[src/rtl/fg_mon_pkg.sv]
// Shared definitions for the f/g event monitor: FSM state encoding,
// default sizing constants and a saturating-increment helper.
package fg_mon_pkg;

    typedef enum logic {
        ST_IDLE  = 1'b0,
        ST_ARMED = 1'b1
    } state_t;

    localparam int unsigned CNT_W_DEF  = 8;
    localparam int unsigned WINDOW_DEF = 4;

    // Add one to v, holding at the all-ones value of a w-bit counter.
    function automatic logic [31:0] sat_inc(input logic [31:0] v, input int unsigned w);
        logic [31:0] max_v;
        max_v = (w >= 32) ? 32'hFFFF_FFFF : ((32'd1 << w) - 32'd1);
        return (v >= max_v) ? max_v : v + 32'd1;
    endfunction

endpackage

[src/rtl/fg_edge_det.sv]
// Rising-edge detector for one upstream level signal.
// Build option: FG_GLITCH_FILTER_EN inserts a 2-sample agreement filter
// ahead of the detector (one extra cycle of latency, 1-cycle pulses dropped).
module fg_edge_det
    import fg_mon_pkg::*;
(
    input  logic clk,
    input  logic rst_n,
    input  logic d,
    output logic level_q,
    output logic rise
);

`ifdef FG_GLITCH_FILTER_EN
    logic raw_q;
    logic level_d;

    // The filtered level only follows the input once two consecutive samples agree.
    assign level_d = (d == raw_q) ? d : level_q;
    assign rise    = level_d & ~level_q;

    // Track the last raw sample and the filtered level.
    always_ff @(posedge clk or negedge rst_n) begin
        if (!rst_n) begin
            raw_q   <= 1'b0;
            level_q <= 1'b0;
        end else begin
            raw_q   <= d;
            level_q <= level_d;
        end
    end
`else
    assign rise = d & ~level_q;

    // Previous sample of the input; updated every edge regardless of en/clr.
    always_ff @(posedge clk or negedge rst_n) begin
        if (!rst_n) begin
            level_q <= 1'b0;
        end else begin
            level_q <= d;
        end
    end
`endif

endmodule

[src/rtl/fg_event_monitor.sv]
// f/g activity monitor: saturating rise counters plus an IDLE/ARMED
// sequence FSM that reports "g rose within WINDOW edges of f rising"
// (match) or "window expired" (timeout). All outputs are registered.
// Build option: FG_GLITCH_FILTER_EN (see fg_edge_det).
//
//   state    | meaning
//   ST_IDLE  | waiting for an f rise
//   ST_ARMED | f rose; counting edges while waiting for a g rise
module fg_event_monitor
    import fg_mon_pkg::*;
#(
    parameter int unsigned CNT_W  = CNT_W_DEF,
    parameter int unsigned WINDOW = WINDOW_DEF
) (
    input  logic             clk,
    input  logic             rst_n,
    input  logic             en,
    input  logic             clr,
    input  logic             f,
    input  logic             g,
    output logic [CNT_W-1:0] f_cnt,
    output logic [CNT_W-1:0] g_cnt,
    output logic [CNT_W-1:0] match_cnt,
    output logic             match,
    output logic             timeout,
    output logic             busy
);

    localparam int unsigned TMR_W = $clog2(WINDOW + 1);
    localparam logic [TMR_W-1:0] TMR_LAST = TMR_W'(WINDOW - 1);

    logic             f_lvl_q, g_lvl_q;
    logic             f_rise, g_rise;
    state_t           state_q, state_d;
    logic [TMR_W-1:0] timer_q, timer_d;
    logic [CNT_W-1:0] f_cnt_q, f_cnt_d;
    logic [CNT_W-1:0] g_cnt_q, g_cnt_d;
    logic [CNT_W-1:0] m_cnt_q, m_cnt_d;
    logic             match_q, match_d;
    logic             timeout_q, timeout_d;
    logic             busy_q, busy_d;

    fg_edge_det u_f_det (
        .clk     (clk),
        .rst_n   (rst_n),
        .d       (f),
        .level_q (f_lvl_q),
        .rise    (f_rise)
    );

    fg_edge_det u_g_det (
        .clk     (clk),
        .rst_n   (rst_n),
        .d       (g),
        .level_q (g_lvl_q),
        .rise    (g_rise)
    );

    // Next-state: clr beats en, en=0 parks the FSM, otherwise count and sequence.
    always_comb begin
        state_d   = state_q;
        timer_d   = timer_q;
        f_cnt_d   = f_cnt_q;
        g_cnt_d   = g_cnt_q;
        m_cnt_d   = m_cnt_q;
        match_d   = 1'b0;
        timeout_d = 1'b0;

        if (clr) begin
            state_d = ST_IDLE;
            timer_d = '0;
            f_cnt_d = '0;
            g_cnt_d = '0;
            m_cnt_d = '0;
        end else if (!en) begin
            state_d = ST_IDLE;
            timer_d = '0;
        end else begin
            if (f_rise) f_cnt_d = CNT_W'(sat_inc(32'(f_cnt_q), CNT_W));
            if (g_rise) g_cnt_d = CNT_W'(sat_inc(32'(g_cnt_q), CNT_W));

            unique case (state_q)
                ST_IDLE: begin
                    if (f_rise && g_rise) begin
                        match_d = 1'b1;
                        m_cnt_d = CNT_W'(sat_inc(32'(m_cnt_q), CNT_W));
                    end else if (f_rise) begin
                        state_d = ST_ARMED;
                        timer_d = '0;
                    end
                end
                ST_ARMED: begin
                    if (g_rise) begin
                        match_d = 1'b1;
                        m_cnt_d = CNT_W'(sat_inc(32'(m_cnt_q), CNT_W));
                        timer_d = '0;
                        state_d = f_rise ? ST_ARMED : ST_IDLE;
                    end else if (f_rise) begin
                        timer_d = '0;
                    end else if (timer_q == TMR_LAST) begin
                        timeout_d = 1'b1;
                        timer_d   = '0;
                        state_d   = ST_IDLE;
                    end else begin
                        timer_d = timer_q + 1'b1;
                    end
                end
                default: begin
                    state_d = ST_IDLE;
                    timer_d = '0;
                end
            endcase
        end

        busy_d = (state_d == ST_ARMED);
    end

    // Register FSM, timer, counters and the output pulses.
    always_ff @(posedge clk or negedge rst_n) begin
        if (!rst_n) begin
            state_q   <= ST_IDLE;
            timer_q   <= '0;
            f_cnt_q   <= '0;
            g_cnt_q   <= '0;
            m_cnt_q   <= '0;
            match_q   <= 1'b0;
            timeout_q <= 1'b0;
            busy_q    <= 1'b0;
        end else begin
            state_q   <= state_d;
            timer_q   <= timer_d;
            f_cnt_q   <= f_cnt_d;
            g_cnt_q   <= g_cnt_d;
            m_cnt_q   <= m_cnt_d;
            match_q   <= match_d;
            timeout_q <= timeout_d;
            busy_q    <= busy_d;
        end
    end

    assign f_cnt     = f_cnt_q;
    assign g_cnt     = g_cnt_q;
    assign match_cnt = m_cnt_q;
    assign match     = match_q;
    assign timeout   = timeout_q;
    assign busy      = busy_q;

endmodule
[config.mk]
export PLATFORM = sky130hd
export DESIGN_NAME = fg_event_monitor
export DESIGN_NICKNAME = d
export VERILOG_FILES = /design/src/rtl/fg_mon_pkg.sv /design/src/rtl/fg_edge_det.sv /design/src/rtl/fg_event_monitor.sv
export SDC_FILE = /design/constraint.sdc
export NUM_CORES = 1
export LEC_CHECK = 0
export CORE_ASPECT_RATIO = 1.5
export CORE_MARGIN = 2
export CORE_UTILIZATION = 55
export CTS_CLUSTER_DIAMETER = 50
export CTS_CLUSTER_SIZE = 20
export DETAILED_ROUTE_END_ITERATION = 10
export PLACE_DENSITY = 0.94
export SYNTH_ARGS = -nofsm -noshare
export SYNTH_HDL_FRONTEND = slang
export SYNTH_HIERARCHICAL = 1
export SYNTH_SLANG_ARGS = --single-unit
export TNS_END_PERCENT = 100
[constraint.sdc]
create_clock -name clk -period 2.5 [get_ports clk]
set_clock_uncertainty 0.05 [all_clocks]
set_input_delay 0.25 -clock clk [delete_from_list [all_inputs] [get_ports clk]]
set_output_delay 0.25 -clock clk [all_outputs]
set_load 0.01 [all_outputs]
# --- After elaboration in Yosys (flattened, before gate mapping) ---
# Cells that the tools add are included.
totals:
  reg_bits: 32
  latch_bits: 0
  mem_bits_rw: 0
  romBits: 0
  wordCells: 75
  n_memories: 0
op_classes:
  n_addsub: 4
  mul: 0
  n_div: 0
  n_lt_le_gt_ge: 3
  n_eq_ne: 5
  shift: 0
  mux: 41
  bitwise_logic: 5
  reduce_logical: 8
op_table:
  columns: ["op", "n"]
  rows:
  - ["$mux W8", 13]
  - ["$add A8 B1 Y8 const B", 3]
  - ["$ge A8 B8 Y1 const B", 3]
  - ["$mux W3", 7]
  - ["$mux W1", 17]
  - ["$pmux W8 S2", 1]
  - ["$ne A4 B4 Y1 const B", 2]
  - ["$ne A3 B3 Y1 const B", 2]
  - ["$pmux W3 S2", 1]
  - ["$reduce_and A2 Y1", 3]
  - ["$reduce_bool A2 Y1", 3]
  - ["$pmux W1 S2", 2]
  - ["$add A3 B1 Y3 const B", 1]
  - ["$eq A3 B2 Y1 const B", 1]
  - ["$not A1 Y1", 3]
  - ["$reduce_and A3 Y1", 1]
  - ["$and A1 B1 Y1", 2]
  - ["$logic_and A1 B1 Y1", 1]

# --- Logic depth before layout (Yosys ltp) ---
depth:
  depth_word: 7
  depth_mapped: 7
  ltp_nobuf: 6

# --- By module ---
# The synthesis kept the hierarchy.
by_module_without_submodules:
  columns: ["module", "instances", "cells_per_inst", "area_per_inst_um2"]
  rows:
  - ["fg_event_monitor", 1, 167, 1661.6]
  - ["fg_edge_det", 2, 2, 38.8]

# --- Least setup slack after synthesis ---
# Ideal clock, no wire load.
synth_path:
  kind: "flip-flop to flip-flop"
  start: "register g_cnt_q[0] (netlist: g_cnt[0])"
  end: "register g_cnt_q[2] (netlist: g_cnt[2])"
  setup_ps: 121
  arrival_ps: 1367
  slack_ps: 962
  stages_incl_launch_ff: 6
  n_path_buf: 0
  period_less_slack_ps: 1538
  path_cell_list: "dfrtp_1 -> ha_1 -> and4_1 -> nand4_1 -> o21ai_0 -> a22o_1"
synth_via:
  elab_chain_cells: 5
  elab_cells_between_ends: 6
  cone_classes: "add/sub (1); order compare (1); mux (4)"
synth_rtl:
  columns: ["item", "line", "text"]
  rows:
  - ["start, declared", "fg_event_monitor.sv:37", "logic [CNT_W-1:0] g_cnt_q, g_cnt_d;"]
  - ["start signal, assigned", "fg_event_monitor.sv:133", "g_cnt_q <= g_cnt_d;"]
  - ["$add A8 B1 Y8 or $ge A8 B8 Y1 (tied branches)", "fg_mon_pkg.sv:17", "return (v >= max_v) ? max_v : v + 32'd1;"]
  - ["$mux W8 *", "fg_mon_pkg.sv:17", null]
  - ["$mux W8 *", "fg_event_monitor.sv:80", "if (g_rise) g_cnt_d = CNT_W'(sat_inc(32'(g_cnt_q), CNT_W));"]
  - ["$mux W8 *", "fg_event_monitor.sv:75", "end else if (!en) begin"]
  - ["$mux W8 *", "fg_event_monitor.sv:69", "if (clr) begin"]
# Mark *: on every way between the ends. The rest lies on a longest branch, timed or not. The select of a mux whose other input is x is not followed.
# A chain may end at the register's enable or synchronous reset.

# --- Worst setup path after layout ---
layout_path:
  start: "input en"
  end: "register f_cnt_q[7] (netlist: f_cnt[7])"
layout_via:
  elab_chain_cells: 2
layout_rtl:
  columns: ["item", "line", "text"]
  rows:
  - ["start, declared", "fg_event_monitor.sv:17", "input logic en,"]
  - ["$reduce_bool A2 Y1 (no line)", null, null]
  - ["$reduce_and A2 Y1 (no line)", null, null]
  - ["end signal, assigned", "fg_event_monitor.sv:132", "f_cnt_q <= f_cnt_d;"]
  - ["end, declared", "fg_event_monitor.sv:36", "logic [CNT_W-1:0] f_cnt_q, f_cnt_d;"]
# Every way passes these cells.

==> results.toml <==
[outcome]
status = "finished, final reports clean"

[sta]
finalWorstSetupSlack_ps = 692
rsz0062_at_grt = "no"
max_slew_margin_pct = 67.2
setup_viol = 0
post-route-min-period_ps = 1810
tightest_slew_ps = 490
fmax_mhz = 553
fin_crit_sh_pct = 72.3
timing.hold.ws_ps = 297
fin_setup_tns_ps = 0
hold_violations = 0
slew_viol_final = 0

[critical_path]
crit_type = "input pin to register"
cp.arrival_ps = 1960
reg2reg_depth = 6
worstPathRequired_ps = 2650
rrSetupSlack_ps = 800
start_kind = "input pin"
r2r-start = "u_g_det/level_q"
cp-end-kind = "register"
path_max_fanout = 11
timing.rr.end = "match_cnt[3]"

[floorplanning]
die_h_um = 72.9
io_pins = 33
coreArea_um2 = 3100
dieArea_um2 = 3640
fp.dieW_um = 49.9
fp-row-count = 25
start_util_pct = 56.2

[route]
ant_nets = 0
first_pass_iters = 4
drt_iter0_drc = 70
num_vias = 1552
wirelength_um = 4100
post-route-drc-count = 0
avgViaCountPerCell = 6.28
detail_route.wl_per_cell_um = 16.6

[flow_run]
maxCapViolations = 0

[placement]
place_hpwl_um = 2970
io_buffers = 32
gp_congestion = 0.828
preCtsSetupSlack_ps = 395

[cells_and_area]
drive_gt1_share_pct = 8.21
nets = 216
antenna_cells = 0
final_core_util_pct = 70.3
area_delta_synth_final_pct = 25.3

[yosys]
yosysWarningCount = 6
syn_nets = 181
async_flop_share_pct = 100
synth_cell_types = 42
avgSynthCellArea_um2 = 10.2
synth_edf_count = 0
ys.flop_type = "dfrtp_1"
yosysSeqAreaShare_pct = 46.0
synth_cells = 171
syn_area_um2 = 1740
ys_seq_elements = 32

[global_route]
grt_overflow = 0
grt_pass1_wl_um = 6990
grtUsageMet3_pct = 6.76
grt_max_degree = 33
busiest_layer = "met2"
grt_usage_pct = 25.7
grt_pass1_vias = 1534
grtUsageMet2_pct = 43.7
grt_use_met1_pct = 29.0
antenna_found_initial = 0

[cts]
clkTransAtPathRegs_ps = 60
clk_latency_ps = 290
cts_sinks = 32
cts-root-buf = "clkbuf_8"
cts_tree = "done"
cts_buffer_depth = 2
htree_levels = 2
post_cts_buffers = 0
ctsHoldBuffers = 0
numCtsBuffers = 5
ctsResizeCount = 0

[hold_path]
min_path_type = "input pin to async pin"

[power_and_ir_drop]
leakagePower_nw = 0.936
p_total_mw = 1.02
vdd_drop_max_mv = 0.427
powerDensity_nw_per_um2 = 466
==> power by group <==
part | total, mW | switching, mW | internal, mW
clock | 0.412 | 0.188 | 0.224
combinational | 0.0741 | 0.0440 | 0.0302
sequential | 0.529 | 0.00634 | 0.523
total | 1.02 | 0.238 | 0.777
==> state kept, by name, summed over array words and instances, names as in the netlist <==
| register | flops |
|---|---|
| timer_q | 3 |
| u_f_det/level_q | 1 |
| busy | 1 |
| f_cnt | 8 |
| timeout | 1 |
| g_cnt | 8 |
| u_g_det/level_q | 1 |
| match_cnt | 8 |
| match | 1 |
==> cells in the final DEF, fill, tap and decap left out, drive strengths merged, types with 4 or more instances in the layout <==
cell type	Yosys	routed
a22o	9	9
nor2b	5	5
a31oi	9	9
dfrtp	32	32
nor2	11	11
nand4	6	6
nor3	5	5
o21ai	13	13
nand3	5	5
ha	4	4
clkbuf	2	8
inv	5	5
a41oi	5	5
and3	4	4
nand2	9	9
a311oi	6	6
clkdlybuf4s50	0	32
a21oi	8	8
and4	6	6
==> worst max path at each step <==
| stage | startpoint | end | slack [ps] | cells after the start |
|---|---|---|---|---|
| after CTS | en | f_cnt[6] | 690 | 5 |
| after global placement | en | f_cnt[7] | 460 | 5 |
| final | en | f_cnt[7] | 690 | 5 |
| after detailed placement | clr | match_cnt[3] | 400 | 6 |
| after floorplan | g_cnt[0] | g_cnt[2] | 960 | 5 |
| after global routing | en | f_cnt[6] | 540 | 5 |
==> Yosys cell counts (2+ instances only) <==
master,n,area (um^2)
nand4_1,6,37.5
nor2_1,11,41.3
nor2b_4,3,41.3
ha_1,4,50.1
dfrtp_1,32,801
clkbuf_1,2,7.51
o2bb2ai_1,2,17.5
inv_1,4,15.0
and4_1,6,52.6
and2_1,3,18.8
nand2_1,9,33.8
nand2b_1,2,12.5
o21bai_1,2,15.0
nor3_1,5,25.0
nand3_1,5,25.0
and3_1,4,25.0
o21ai_0,11,55.1
nor2b_1,2,12.5
a31oi_1,9,56.3
buf_4,2,15.0
a311oi_1,5,43.8
a21oi_1,8,40.0
buf_2,2,10.0
a22o_1,9,78.8
a21o_1,3,22.5
a41oi_1,4,35.0
==> stage by stage <==
stage	area [um^2]	std cells
after global placement	2090	239
after detailed placement	2090	239
after floorplan	1740	171
after global routing	2180	247
final	2180	247
after CTS	2180	247
==> worst max-delay path: stages <==
cell and delay (ps):
clkdlybuf4s50_1 710, nor2b_4 250, and2_1 330, a41oi_2 170, a311oi_2 240
==> layout make-up <==
| cell class | instances | area, um^2 |
|---|---|---|
| inverter | 5 | 21.3 |
| clock buffer | 8 | 90.1 |
| sequential | 32 | 801 |
| timing repair buffer | 35 | 343 |
| fill | 218 | 918 |
| tap | 40 | 50.0 |
| multi-input combinational | 127 | 873 |
==> logic make-up after synthesis <==
| group | synth area share (%) |
|---|---|
| simple gates | 20.9 |
| buf+inv | 3.74 |
| compound gates | 25.8 |
| mux | 0.647 |
| flops | 46.0 |
| fa+ha+maj | 2.88 |
==> layer usage <==
| layer | routed length [um] | part of all wire (%) |
|---|---|---|
| met5 | 0 | 0 |
| met4 | 89 | 2.2 |
| met3 | 231 | 5.6 |
| met2 | 2180 | 53 |
| met1 | 1600 | 39 |
Power figures use the tool's default switching activity.
